--- src/rtl/mux_scan_serializer_pkg.sv ---
// Shared constants for the mux scan serializer: FSM state encoding and channel count.
package mux_scan_serializer_pkg;

  localparam int NUM_CH = 4;

  typedef enum logic [1:0] {
    ST_IDLE   = 2'd0,
    ST_SETTLE = 2'd1,
    ST_SAMPLE = 2'd2,
    ST_HOLD   = 2'd3
  } state_t;

endpackage

--- src/rtl/mux_scan_serializer.sv ---
// Steps a 4-to-1 mux select through every channel, samples the settled mux output
// into a capture word and presents the assembled word on a valid/ready handshake.
module mux_scan_serializer
  import mux_scan_serializer_pkg::*;
#(
  parameter int SETTLE_CYCLES = 1,
  parameter int CNT_W         = 4
) (
  input  logic              clk,
  input  logic              rst,
  input  logic              start,
  output logic [1:0]        sel,
  input  logic              mux_out,
  output logic              busy,
  output logic              out_valid,
  input  logic              out_ready,
  output logic [NUM_CH-1:0] data_out
);

  localparam logic [CNT_W-1:0] RELOAD  = CNT_W'(SETTLE_CYCLES - 1);
  localparam logic [1:0]       LAST_CH = 2'(NUM_CH - 1);

  state_t             state_q;
  logic [1:0]         sel_q;
  logic [1:0]         sel_d;
  logic [CNT_W-1:0]   cnt_q;
  logic [NUM_CH-2:0]  capture_q;
  logic [NUM_CH-1:0]  data_q;
  logic               valid_q;
  logic               busy_q;

  assign sel_d = sel_q + 2'd1;

  // The last channel is written straight into data_q, so capture only holds channels 0..2.
  always_ff @(posedge clk or posedge rst) begin
    if (rst) begin
      state_q   <= ST_IDLE;
      sel_q     <= '0;
      cnt_q     <= '0;
      capture_q <= '0;
      data_q    <= '0;
      valid_q   <= 1'b0;
      busy_q    <= 1'b0;
    end else begin
      case (state_q)
        ST_IDLE: begin
          sel_q <= '0;
          if (start) begin
            state_q   <= ST_SETTLE;
            cnt_q     <= RELOAD;
            capture_q <= '0;
            busy_q    <= 1'b1;
          end
        end
        ST_SETTLE: begin
          if (cnt_q == '0) begin
            state_q <= ST_SAMPLE;
          end else begin
            cnt_q <= cnt_q - 1'b1;
          end
        end
        ST_SAMPLE: begin
          if (sel_q != LAST_CH) begin
            capture_q[sel_q] <= mux_out;
            sel_q            <= sel_d;
            cnt_q            <= RELOAD;
            state_q          <= ST_SETTLE;
          end else begin
            data_q  <= {mux_out, capture_q};
            valid_q <= 1'b1;
            busy_q  <= 1'b0;
            state_q <= ST_HOLD;
          end
        end
        ST_HOLD: begin
          if (out_ready) begin
            valid_q <= 1'b0;
            sel_q   <= '0;
            state_q <= ST_IDLE;
          end
        end
        default: begin
          state_q <= ST_IDLE;
        end
      endcase
    end
  end

  assign sel       = sel_q;
  assign busy      = busy_q;
  assign out_valid = valid_q;
  assign data_out  = data_q;

endmodule

--- config.mk ---
export PLATFORM = sky130hd
export DESIGN_NAME = mux_scan_serializer
export DESIGN_NICKNAME = d
export VERILOG_FILES = /design/src/rtl/mux_scan_serializer_pkg.sv /design/src/rtl/mux_scan_serializer.sv
export SDC_FILE = /design/constraint.sdc
export NUM_CORES = 1
export LEC_CHECK = 0
export CAP_MARGIN = 20
export CORE_MARGIN = 2
export CORE_UTILIZATION = 35
export DETAILED_ROUTE_END_ITERATION = 8
export RECOVER_POWER = 100
export SYNTH_ARGS = -nofsm -noshare
export SYNTH_HDL_FRONTEND = slang
export SYNTH_SLANG_ARGS = --single-unit
--- constraint.sdc ---
create_clock -name clk -period 2.1 [get_ports clk]
set_input_delay 0.315 -clock clk [delete_from_list [all_inputs] [get_ports clk]]
set_output_delay 0.315 -clock clk [all_outputs]
set_load 0.02 [all_outputs]
Yosys cells after proc, flatten, opt, wreduce, memory -nomap -nowiden

Cells that the tools add are included.

Register bits: 17
Input bits: 5
Output and inout bits: 8
Word-level logic and storage cells: 59

$add $sub $neg: 2
Magnitude comparators: 2
Eq/ne operators: 10
Multiplexer cells: 23
Bitwise gates (word level): 1
Reductions and logical operators: 14

Operator list:

| operator                                                          | number |
|---|---|
| AND reduction 3 bit                                               | 5 |
| != test 2 bit, second input constant                              | 7 |
| two-way mux 4 bit                                                 | 3 |
| one-hot mux 4 bit (3 select lines)                                | 1 |
| two-way mux 2 bit                                                 | 5 |
| one-hot mux 2 bit (4 select lines)                                | 1 |
| two-way mux 3 bit                                                 | 2 |
| one-hot mux 2 bit (3 select lines)                                | 1 |
| one-hot mux 3 bit (2 select lines)                                | 1 |
| nonzero test 3 bit                                                | 2 |
| two-way mux 1 bit                                                 | 5 |
| == test 2 bit, second input constant                              | 2 |
| zero test 4 bit                                                   | 1 |
| one-hot mux 1 bit (2 select lines)                                | 2 |
| AND reduction 4 bit                                               | 1 |
| nonzero test 2 bit                                                | 2 |
| subtractor 4 x 1 -> 4 bit, second input constant                  | 1 |
| bitwise mux 3 bit                                                 | 1 |
| < comparator 2 x 3 -> 1 bit, second input constant                | 1 |
| adder 2 x 1 -> 2 bit, second input constant                       | 1 |
| demux 1 bit (select 2 bit)                                        | 1 |
| == test 2 x 1 -> 1 bit, second input constant                     | 1 |
| greater-or-equal comparator 2 x 1 -> 1 bit, second input constant | 1 |
| zero test 2 bit                                                   | 1 |
| 3 further kinds                                                   | 3 |

Longest topological paths before layout

Depth after elaboration: 7
Depth in mapped cells: 5
Gate-level depth less buffers: 5

Worst setup path before layout

No wires, ideal clock.

Path type: register to register
From: register sel_q[0] (netlist: sel[0])
To: register capture_q[0]
Setup time: 0.079 ns
Arrival time: 1.381 ns
Data required time: 2.021 ns
Setup slack: 0.639 ns
Stages on the path, launching flop included: 6
Buffers on the path: 1
Period minus slack after synthesis: 1.461 ns
Path through: dfrtp_1 -> ha_1 -> buf_2 -> and2b_1 -> o21ai_1 -> mux2i_1

Word-level cells in the longest chain between the ends: 7
Elaborated cells between the ends (all ways): 11
Those cells by class: order compare (2); eq/ne (2); mux (5); reduce/logical (2)

RTL lines:

| what                                                                                                                   | line                      | RTL |
|---|---|---|
| start: declaration                                                                                                     | mux_scan_serializer.sv:24 | `logic [1:0] sel_q;` |
| start signal: assignment                                                                                               | mux_scan_serializer.sv:65 | `sel_q <= sel_d;` |
| < comparator 2 x 3 -> 1 bit (not written as such) / greater-or-equal comparator 2 x 1 -> 1 bit (equally long branches) | mux_scan_serializer.sv:64 | `capture_q[sel_q] <= mux_out;` |
| logical AND 1 bit (not written as such)                                                                                | mux_scan_serializer.sv:64 |  |
| two-way mux 1 bit (not written as such)                                                                                | mux_scan_serializer.sv:64 |  |
| demux 1 bit (select 2 bit)                                                                                             | mux_scan_serializer.sv:64 |  |
| bitwise mux 3 bit                                                                                                      | mux_scan_serializer.sv:64 |  |
| two-way mux 3 bit                                                                                                      | mux_scan_serializer.sv:63 | `if (sel_q != LAST_CH) begin` |
| one-hot mux 3 bit (2 select lines)                                                                                     | mux_scan_serializer.sv:45 | `case (state_q)` |
| end signal: indexed assignment                                                                                         | mux_scan_serializer.sv:64 |  |
| end: declaration                                                                                                       | mux_scan_serializer.sv:27 | `logic [NUM_CH-2:0] capture_q;` |

Several ways; a longest one is shown, not always the timed one. The select of a mux whose other input is x is not followed.
A chain may end at the register's enable or synchronous reset.

Final worst setup path

From: register sel_q[0] (netlist: sel[0])
To: output port sel[0]

RTL lines:

| what             | line                      | RTL |
|---|---|---|
| end: declaration | mux_scan_serializer.sv:12 | `output logic [1:0] sel,` |

No word-level cell between the ends.

==> results_dict.tcl <==
set metrics [dict create \
    wl_per_cell_um 13.3 \
    worstPathRequired_ns 1.78 \
    dp_hpwl_um 1250 \
    vias 640 \
    cts.sinks 17 \
    cts_setup_buffers 0 \
    layout_common_cells "17 x dfrtp_1, 9 x nand2_1, 9 x dlygate4sd3_1" \
    status "completed" \
    slew_viol_final 0 \
    initial_core_util 0.374 \
    ir_drop_mv 0.570 \
    num_io_pins 13 \
    worstPathCellList "dlygate4sd3_1" \
    p_switching_uw 525 \
    antenna_found_initial 0 \
    pre_cts_ws_ns 0.556 \
    finalHoldViolCount 0 \
    tightest_slew_ns 0.645 \
    die_w_um 55.7 \
    yosysTopAreaCell "dfrtp_1" \
    crit_buf_inv 1 \
    crit_type "flip-flop to output port" \
    powerDensity_nw_per_um2 1210 \
    ys_seq_elements 17 \
    h-tree-depth 1 \
    setup_viol 0 \
    grt_busiest_layer "met2" \
    period_needed_ns 1.75 \
    use_met1 0.155 \
    antenna_left 0 \
    syn_to_final_growth_pct 15.4 \
    synthCells 85 \
    drc_errors 0 \
    startpoint_type "flip-flop" \
    wl_um 1700 \
    yosys_warnings 0 \
    cap_violations 0 \
    nets 110 \
    cts_tree "yes" \
    power_mw 1.31 \
    drt_iter0_drc 12 \
    cts.hold.buffers_added 0 \
    die_h_um 55.7 \
    die-area_sq_um 3100 \
    synth.avg_cell_area_sq_um 11.0 \
    cts_made_buffers 3 \
    power_leakage_nw 0.520 \
    grtUsageMet2 0.187 \
    grt_max_degree 18 \
    hp-class "flip-flop to flip-flop" \
    swShare 0.402 \
    final_common_cell "dfrtp_1" \
    synth_top_area_frac 0.455 \
    p_clk_frac 0.137 \
    finalNonFillerCells 128 \
    fp-row-count 18 \
    ys_types 29 \
    grt_util_met3 0.0302 \
    final.period_utilization 0.835 \
    synth_area_sq_um 936 \
    fmax_ghz 0.570 \
    first_global_vias 665 \
    max_stage_delay_ns 0.70 \
    final_layout_size_suffix_gt1_frac 0.133 \
    p_comb_frac 0.430 \
    max-slew-margin-rel 0.570 \
    dp.cells 124 \
    overflow 0 \
    fin_ws_ns 0.346 \
    ys_seq_area_frac 0.455 \
    synthTopCellsByArea "dfrtp_1 45%, ha_1 8.0%, mux2_2 4.8%" \
    clock_latency_ns 0.29 \
    post_cts_resized 0 \
    core-area_sq_um 2500 \
    rsz0062_at_grt "no" \
    critical_path.max_fanout 5 \
    skew_ns 0.00494 \
    grtUsageTotal 0.121 \
    grt_pass1_wl_um 2930 \
    drt-pass1-iter-count 4 \
    vias_per_cell 5.00 \
    cts_buffer_depth 2 \
    cts.reportedPaths.clkPinSlew_ns 0.10 \
    slowest_stage "dlygate4sd3_1" \
    synth_nets 96 \
    routabilityCongestion 0.732 \
    p_int_uw 783 \
    io_buffer_count 12 \
    finalSetupTns_ns 0 \
    root_buffer "clkbuf_4" \
    crit_family "buffers and inverters" \
    antenna_cells 0 \
    crit_arrival_ns 1.44 \
    critical_path.endpoint_type "output port" \
    seqPwrFrac 0.433 \
]
cell families (layout without fill, tap and decap cells):
group                      count (synthesis)  in the layout  share of synthesized area
buffers and inverters                      8             21                     0.0455
DFF                                       17             17                      0.455
adders and majority gates                  6              6                     0.0802
muxes                                      8              8                     0.0909
AOI/OAI and AO/OA                         20             20                      0.132
xor gates and xnor gates                   1              1                    0.00936
and+or+nand+nor                           25             25                      0.187
cell type report:
cell class	instances	area, sq um
fill	248	1420
multi-input combinational	60	452
sequential	17	425
timing repair buffer	12	120
tap	30	37.5
clock buffer	4	26.3
inverter	5	18.8
metal layers:
| layer | up-vias | wire length [um] | share of wire |
|---|---|---|---|
| li1 | 322 | - | - |
| met2 | 11 | 771 | 0.45 |
| met3 | 4 | 53 | 0.031 |
| met4 | 0 | 21 | 0.012 |
| met5 | - | 0 | 0 |
| met1 | 303 | 849 | 0.50 |
sequential cells by signal, indices dropped and copies added (netlist names):
register,flops
out_valid,1
sel,2
state_q,2
data_out,4
cnt_q,4
busy,1
capture_q,3
synthesized netlist by cell type, drive strengths merged:
library cell,number
nand3b,1
nor2b,1
ha,6
xor2,1
and2b,5
o211a,1
dfrtp,17
o22ai,3
nand4bb,1
or2,1
mux2i,4
nand2,10
a21boi,1
inv,5
mux2,4
buf,3
nand2b,3
a21oi,4
a31oi,5
nor3,1
o21a,1
or3b,2
o21ai,5
stage by stage:
| stage | hold WS [ns] | cell area (sq um) | utilization |
|---|---|---|---|
| final | 0.495 | 1080 | 0.432 |
| after global placement | 0.476 | 1070 | 0.428 |
| after global routing | 0.505 | 1080 | 0.432 |
| after detailed placement | 0.465 | 1070 | 0.428 |
| after CTS | 0.431 | 1100 | 0.438 |
| after floorplan | 0.241 | 936 | - |
power by group through the flow:
stage          Sequential [mW]  Combinational (mW)  Clock [mW]
2_1_floorplan            0.555               0.455           0
3_3_place_gp             0.572               0.569           0
3_5_place_dp             0.575               0.593           0
4_1_cts                  0.570               0.597       0.182
5_1_grt                  0.584               0.634       0.198
6_report                 0.566               0.563       0.179
worst paths after layout:
path / start / end / slack [ns] / cells past startpoint
max: sel[0] / sel[0] / 0.35 / 1
min: busy / busy / 0.50 / 2
max reg2reg: sel[0] / capture_q[2] / 0.56 / 4
min reg2reg: busy / busy / 0.50 / 2
max in group asynchronous: rst / out_valid / 1.15 / 2
min in group asynchronous: rst / data_out[0] / 0.53 / 2
Power figures use the tool's default switching activity.
